<file path="config.mk">
export PLATFORM = sky130hd
export DESIGN_NAME = range_sum_seq
export DESIGN_NICKNAME = d
export VERILOG_FILES = /design/src/rtl/range_sum_seq.sv
export SDC_FILE = /design/constraint.sdc
export NUM_CORES = 1
export LEC_CHECK = 0
export CORE_ASPECT_RATIO = 2
export CORE_MARGIN = 2
export CORE_UTILIZATION = 46
export DETAILED_ROUTE_END_ITERATION = 10
export GPL_TIMING_DRIVEN = 1
export PLACE_DENSITY = 0.87
export RECOVER_POWER = 50
export SYNTH_ARGS = -nofsm -noshare
export SYNTH_HDL_FRONTEND = slang
export SYNTH_SLANG_ARGS = --single-unit
</file>
<file path="constraint.sdc">
create_clock -name clk -period 2.6 [get_ports clk]
set_clock_uncertainty 0.05 [all_clocks]
set_input_delay 0.39 -clock clk [delete_from_list [all_inputs] [get_ports clk]]
set_output_delay 0.39 -clock clk [all_outputs]
set_load 0.03 [all_outputs]
</file>
<file path="src/rtl/range_sum_seq.sv">
// range_sum_seq: eight 4-bit element bank with a nibble write port and a
// cycle-serial inclusive range-sum engine behind two valid/ready handshakes.
module range_sum_seq (
  input  logic        clk,
  input  logic        rst_n,
  input  logic        wr_en,
  input  logic [2:0]  wr_addr,
  input  logic [3:0]  wr_data,
  output logic [31:0] elems,
  input  logic        req_valid,
  output logic        req_ready,
  input  logic [2:0]  req_hi,
  input  logic [2:0]  req_lo,
  output logic        sum_valid,
  input  logic        sum_ready,
  output logic [7:0]  sum,
  output logic        busy
);

  localparam int EW = 4;
  localparam int NE = 8;
  localparam int SW = 8;
  localparam int IW = $clog2(NE);

  typedef enum logic [1:0] {IDLE, ACC, DONE} state_t;

  state_t          state, state_next;
  logic [EW-1:0]   mem [NE];
  logic [IW-1:0]   ptr, end_idx;
  logic [SW-1:0]   acc, sum_q, acc_next;
  logic [IW-1:0]   lo_sel, hi_sel;
  logic            accept, last;

  assign accept   = (state == IDLE) && req_valid;
  assign last     = (ptr == end_idx);
  assign lo_sel   = (req_hi < req_lo) ? req_hi : req_lo;
  assign hi_sel   = (req_hi < req_lo) ? req_lo : req_hi;
  // Each element is zero-extended to the sum width; the read is of the
  // registered element, so a write landing on this edge is not seen here.
  assign acc_next = acc + {{(SW-EW){1'b0}}, mem[ptr]};

  // Element storage: written in any state, cleared by reset.
  // NOTE: the element bank is explicitly reset here because the design
  // must read back zeros after reset; a RAM-style array would not be.
  always_ff @(posedge clk or negedge rst_n) begin
    if (!rst_n) begin
      for (int i = 0; i < NE; i++) mem[i] <= '0;
    end else if (wr_en) begin
      mem[wr_addr] <= wr_data;
    end
  end

  // Pack the registered elements onto the flat bus, element i at [4i+3:4i].
  always_comb begin
    elems = '0;
    for (int i = 0; i < NE; i++) elems[i*EW +: EW] = mem[i];
  end

  // State register.
  // NOTE: sequential state uses non-blocking assignments so every register
  // samples pre-edge values, independent of statement order.
  always_ff @(posedge clk or negedge rst_n) begin
    if (!rst_n) state <= IDLE;
    else        state <= state_next;
  end

  // Next-state logic.
  // NOTE: state_next gets a default before the case so no path leaves it
  // unassigned, which would otherwise infer a latch.
  always_comb begin
    state_next = state;
    unique case (state)
      IDLE: if (req_valid) state_next = ACC;
      ACC:  if (last)      state_next = DONE;
      DONE: if (sum_ready) state_next = IDLE;
      default:             state_next = IDLE;
    endcase
  end

  // Moore outputs decoded from the current state.
  always_comb begin
    req_ready = 1'b0;
    sum_valid = 1'b0;
    busy      = 1'b0;
    unique case (state)
      IDLE:    req_ready = 1'b1;
      ACC:     busy      = 1'b1;
      DONE:    begin sum_valid = 1'b1; busy = 1'b1; end
      default: req_ready = 1'b0;
    endcase
  end

  // Datapath: latch ordered bounds on accept, walk ptr up to end_idx,
  // and capture the final sum on the last accumulation edge.
  always_ff @(posedge clk or negedge rst_n) begin
    if (!rst_n) begin
      ptr     <= '0;
      end_idx <= '0;
      acc     <= '0;
      sum_q   <= '0;
    end else if (accept) begin
      ptr     <= lo_sel;
      end_idx <= hi_sel;
      acc     <= '0;
    end else if (state == ACC) begin
      acc <= acc_next;
      if (last) sum_q <= acc_next;
      else      ptr   <= ptr + 1'b1;
    end
  end

  assign sum = sum_q;

endmodule
</file>
Yosys cells after proc, flatten, opt, wreduce, memory -nomap -nowiden. Cells that the tools add are included.

Add/sub/neg operators: 2. $lt $le $gt $ge: 4. Equal/unequal tests: 7. Multiplexer cells: 20. Bitwise operators: 3. Reductions and logical operators: 8.

Operators by type and width (number): $bwmux W32 (1); $mux W8 (2); $mux W3 (5); $bmux W4 S3 (1); $demux W4 S3 (1); $mux W4 (3); $add A8 B4 Y8 (1); $ge A4 B4 Y1 const B (2); $ne A2 B2 Y1 const B (4); $not A3 Y4 (2); $mux W2 (3); $pmux W2 S3 (1); $reduce_and A3 Y1 (2); $lt A4 B1 Y1 const B (1); $add A3 B1 Y3 const B (1); $eq A3 B3 Y1 (1); $lt A3 B3 Y1 (1); $mux W1 (3); $eq A2 B1 Y1 const B (1); $eq A2 B2 Y1 const B (1); $logic_and A1 B1 Y1 (2); $logic_not A2 Y1 (1); $reduce_and A2 Y1 (1); $reduce_bool A2 Y1 (1); other kinds (2) (2).

Register bits: 56. Output and inout bits: 43. Word-level logic and storage cells: 57.

Logic depth before layout (Yosys ltp).
Depth in word-level cells: 7. Gate-level depth with buffers: 11.

Worst setup path after synthesis. No wires, ideal clock.

Path kind: register to register. Start: reg ptr[0]. End: reg sum_q[4], in the netlist sum[4]. Library setup time: 0.125 ns. Arrival time: 2.377 ns. Slack: 0.048 ns. Stages on the path, launching flop included: 12. Buffers on the path: 1. Clock period less this slack: 2.552 ns. Cell sequence: dfrtp_1 buf_6 mux4_1 mux2_2 ha_1 inv_1 fa_1 nor2b_1 o21a_1 nor2_1 xnor2_1 mux2_4.

Longest elaborated chain between the ends: 5. Elaborated cells between the ends (all ways): 7.

Ends and longest elaborated chain: start: declaration (line 29) `logic [IW-1:0] ptr, end_idx;`; start signal: assignment (line 102) `ptr <= lo_sel;`; start signal: assignment (line 108) `else ptr <= ptr + 1'b1;`; $not A3 Y4 (not written as such) (line 40) `assign acc_next = acc + {{(SW-EW){1'b0}}, mem[ptr]};`; $bmux W4 S3 (line 40); $mux W4 (not written as such) (2 in a row) (line 40); $add A8 B4 Y8 (line 40); end signal: assignment (line 107) `if (last) sum_q <= acc_next;`; end: declaration (line 30) `logic [SW-1:0] acc, sum_q, acc_next;`.

Parallel ways exist; a longest one is shown, timed or not. The select of a mux whose other input is x is not followed. A chain may end at the register's enable or synchronous reset.

Worst setup path in the final report. Ends and elaborated chain as after synthesis.

==> out/qor.yml <==
first_global_vias: 2304
syn_area_sq_um: 2980
reg2regPathDepth: 11
synth_common_cells: "dfrtp_1, mux2_2, nand2_1, ha_1"
drtAntennaViolNets: 0
drive_gt1_share_pct: 28.6
cts_tree: "built"
row_count: 41
worstSetupPathType: "flip-flop to flip-flop"
dp_cells: 377
peakVddDrop_v: 0.000706
drt_pre_antenna_iters: 4
synth_edf_count: 0
required_ps: 2720
ys_types: 36
track_usage_pct: 21.9
vias: 2127
cts_buffers: 5
area_delta_synth_final_pct: 32.0
ys_top_cells_by_area: "dfrtp_1, mux2_2, mux4_1"
violations: "negative setup slack"
worst_slew_pin_slew_ps: 1330
dpl-instance-area_sq_um: 3730
post-dp-hpwl_um: 5050
ys_seq_area_share_pct: 47.1
wl_um: 7010
die_width_um: 60.9
viasPerCell: 5.50
slew_headroom_pct: 11.3
power.density_nw_per_um2: 1220
clk_latency_ps: 300
cts_sinks: 56
clk_pin_slew_worst_paths_ps: 70
syn_area_per_cell_sq_um: 13.1
final_max_slew_viol_count: 0
drt_iter0_markers: 67
crit_fanout: 7
syn_nets: 258
grt_first_pass_wirelength_um: 11600
rsz0062_at_grt: "true"
p_leak_nw: 1.68
n_antenna_cell: 0
ios: 61
holdBufCountCts: 0
min_period_ps: 2620
die_h_um: 118
cp.arrival_ps: 2750
min_path_type: "input port to asynchronous set/reset pin"
root_buffer: "clkbuf_16"
synth-seq-cells: 56
netlist.area_leader.share_pct: 47.1
status: "complete, but fails checks"
core_area_sq_um: 6310
start_util_pct: 47.2
finalNonFillerCells: 387
final_cell_area_sq_um: 3930
setup_slack_ps: -22.2
die_area_sq_um: 7170
htreeDepth: 2
setup_viol: 2
drc: 0
tns_ps: -30.4
synth_most_common_cell: "dfrtp_1"
wl_per_cell_um: 18.1
cts_buffer_depth: 2
antenna_found_initial: 0
post-synth-top-area-cell: "dfrtp_1"
max_freq_mhz: 381
yosysWarnings: 0
ys.flop_type: "dfrtp_1"
grt_max_degree: 32
final.period_utilization_pct: 101
io_buffers: 60
drv_cap: 0
gp_congestion: 0.923
overflow: 0
worstSetupEndpointType: "flip-flop"
worst_setup_path_start_kind: "flip-flop"
synthArstFlopShare_pct: 100
hold_viol_final: 0
synth_cells: 227
nets: 331
worst max-delay path, cell delays in order (launching register included):
cell     delay [ps]
dfrtp_2         420
buf_12          140
mux4_2          500
mux2_4          290
ha_4            170
inv_2            50
fa_2            200
nor2b_2          50
o21a_1          200
nor2_2          100
xnor2_1          60
mux2_4          270
what timing repair did:
item / 4_1_cts / 5_1_grt
buffers inserted: 2 / 0
gates resized for setup: 21 / 7
endpoints found under the setup margin: 10 / 11
endpoints found under the hold margin: 0 / 0
pin swaps: 7 / 14
placed cells by master, fill, tap and decap left out, types with 2 or more instances in the layout:
master	n
nand3_2	2
o21bai_1	2
clkbuf_16	5
nor3_1	2
nand4_1	2
clkdlybuf4s50_1	58
ha_4	3
a21oi_1	2
mux2_2	34
nand2b_1	3
nand2_1	14
xnor2_1	4
o21a_1	2
inv_1	10
o21ai_0	9
buf_4	9
buf_6	2
mux2i_1	10
ha_1	9
mux2_4	5
clkbuf_1	2
dfrtp_1	55
nor3b_1	2
nand3_1	3
nor2_1	8
nand4b_1	3
mux4_2	8
xor2_1	8
xnor2_2	2
logic make-up after synthesis:
logic type / count (synthesis) / share of synthesized area (%)
buf+inv: 19 / 3.57
flops: 56 / 47.1
fa+ha+maj: 13 / 5.71
compound gates: 22 / 4.45
xor+xnor: 15 / 5.55
simple gates: 43 / 7.52
mux: 59 / 26.1
power by group:
| group | internal, mW | switching [mW] | total (mW) | leakage (nW) |
|---|---|---|---|---|
| clock | 0.386 | 0.311 | 0.697 | 0.0772 |
| sequential | 1.14 | 0.289 | 1.43 | 0.691 |
| combinational | 1.37 | 1.28 | 2.66 | 0.916 |
| total | 2.90 | 1.88 | 4.78 | 1.68 |
through the flow:
step	hold WS, ps	worst slack [ps]	util, %	power [mW]
floorplan	44.4	47.7	-	2.97
global placement	365	-10.9	59.1	3.70
detailed placement	375	-87.2	59.1	3.76
CTS	64.6	-69.5	62.4	4.73
global route	457	-149	62.3	5.06
finish	327	-22.2	62.3	4.78
worst paths after layout:
kind,from,to,slack [ps]
max,ptr[0]$_DFFE_PN0P_,sum[4]$_DFFE_PN0P_,-20
min,rst_n,acc[3]$_DFFE_PN0P_,330
max reg2reg,ptr[0]$_DFFE_PN0P_,sum[4]$_DFFE_PN0P_,-20
min reg2reg,sum[5]$_DFFE_PN0P_,sum[5]$_DFFE_PN0P_,430
max in group asynchronous,rst_n,ptr[0]$_DFFE_PN0P_,690
min in group clk,sum[5]$_DFFE_PN0P_,sum[5]$_DFFE_PN0P_,430
per-layer routing:
layer	vias to the layer above	GRT usage, %	wire [um]
met5	-	0	0
met1	1071	23.1	2360
met3	26	2.97	236
li1	951	-	-
met4	0	12.1	368
met2	79	39.0	4040
registers in the layout, indices dropped and copies added, names as in the netlist:
signal	flops
elems	32
end_idx	3
acc	8
sum	8
ptr	3
state	2
layout make-up:
cell class	count	area, sq um
Clock inverter	2	13.8
Multi-Input combinational cell	152	1510
Sequential cell	56	1400
Inverter	11	41.3
Tap cell	86	108
Timing Repair Buffer	74	713
Fill cell	493	2380
Clock buffer	6	139
Power figures use the tool's default switching activity.
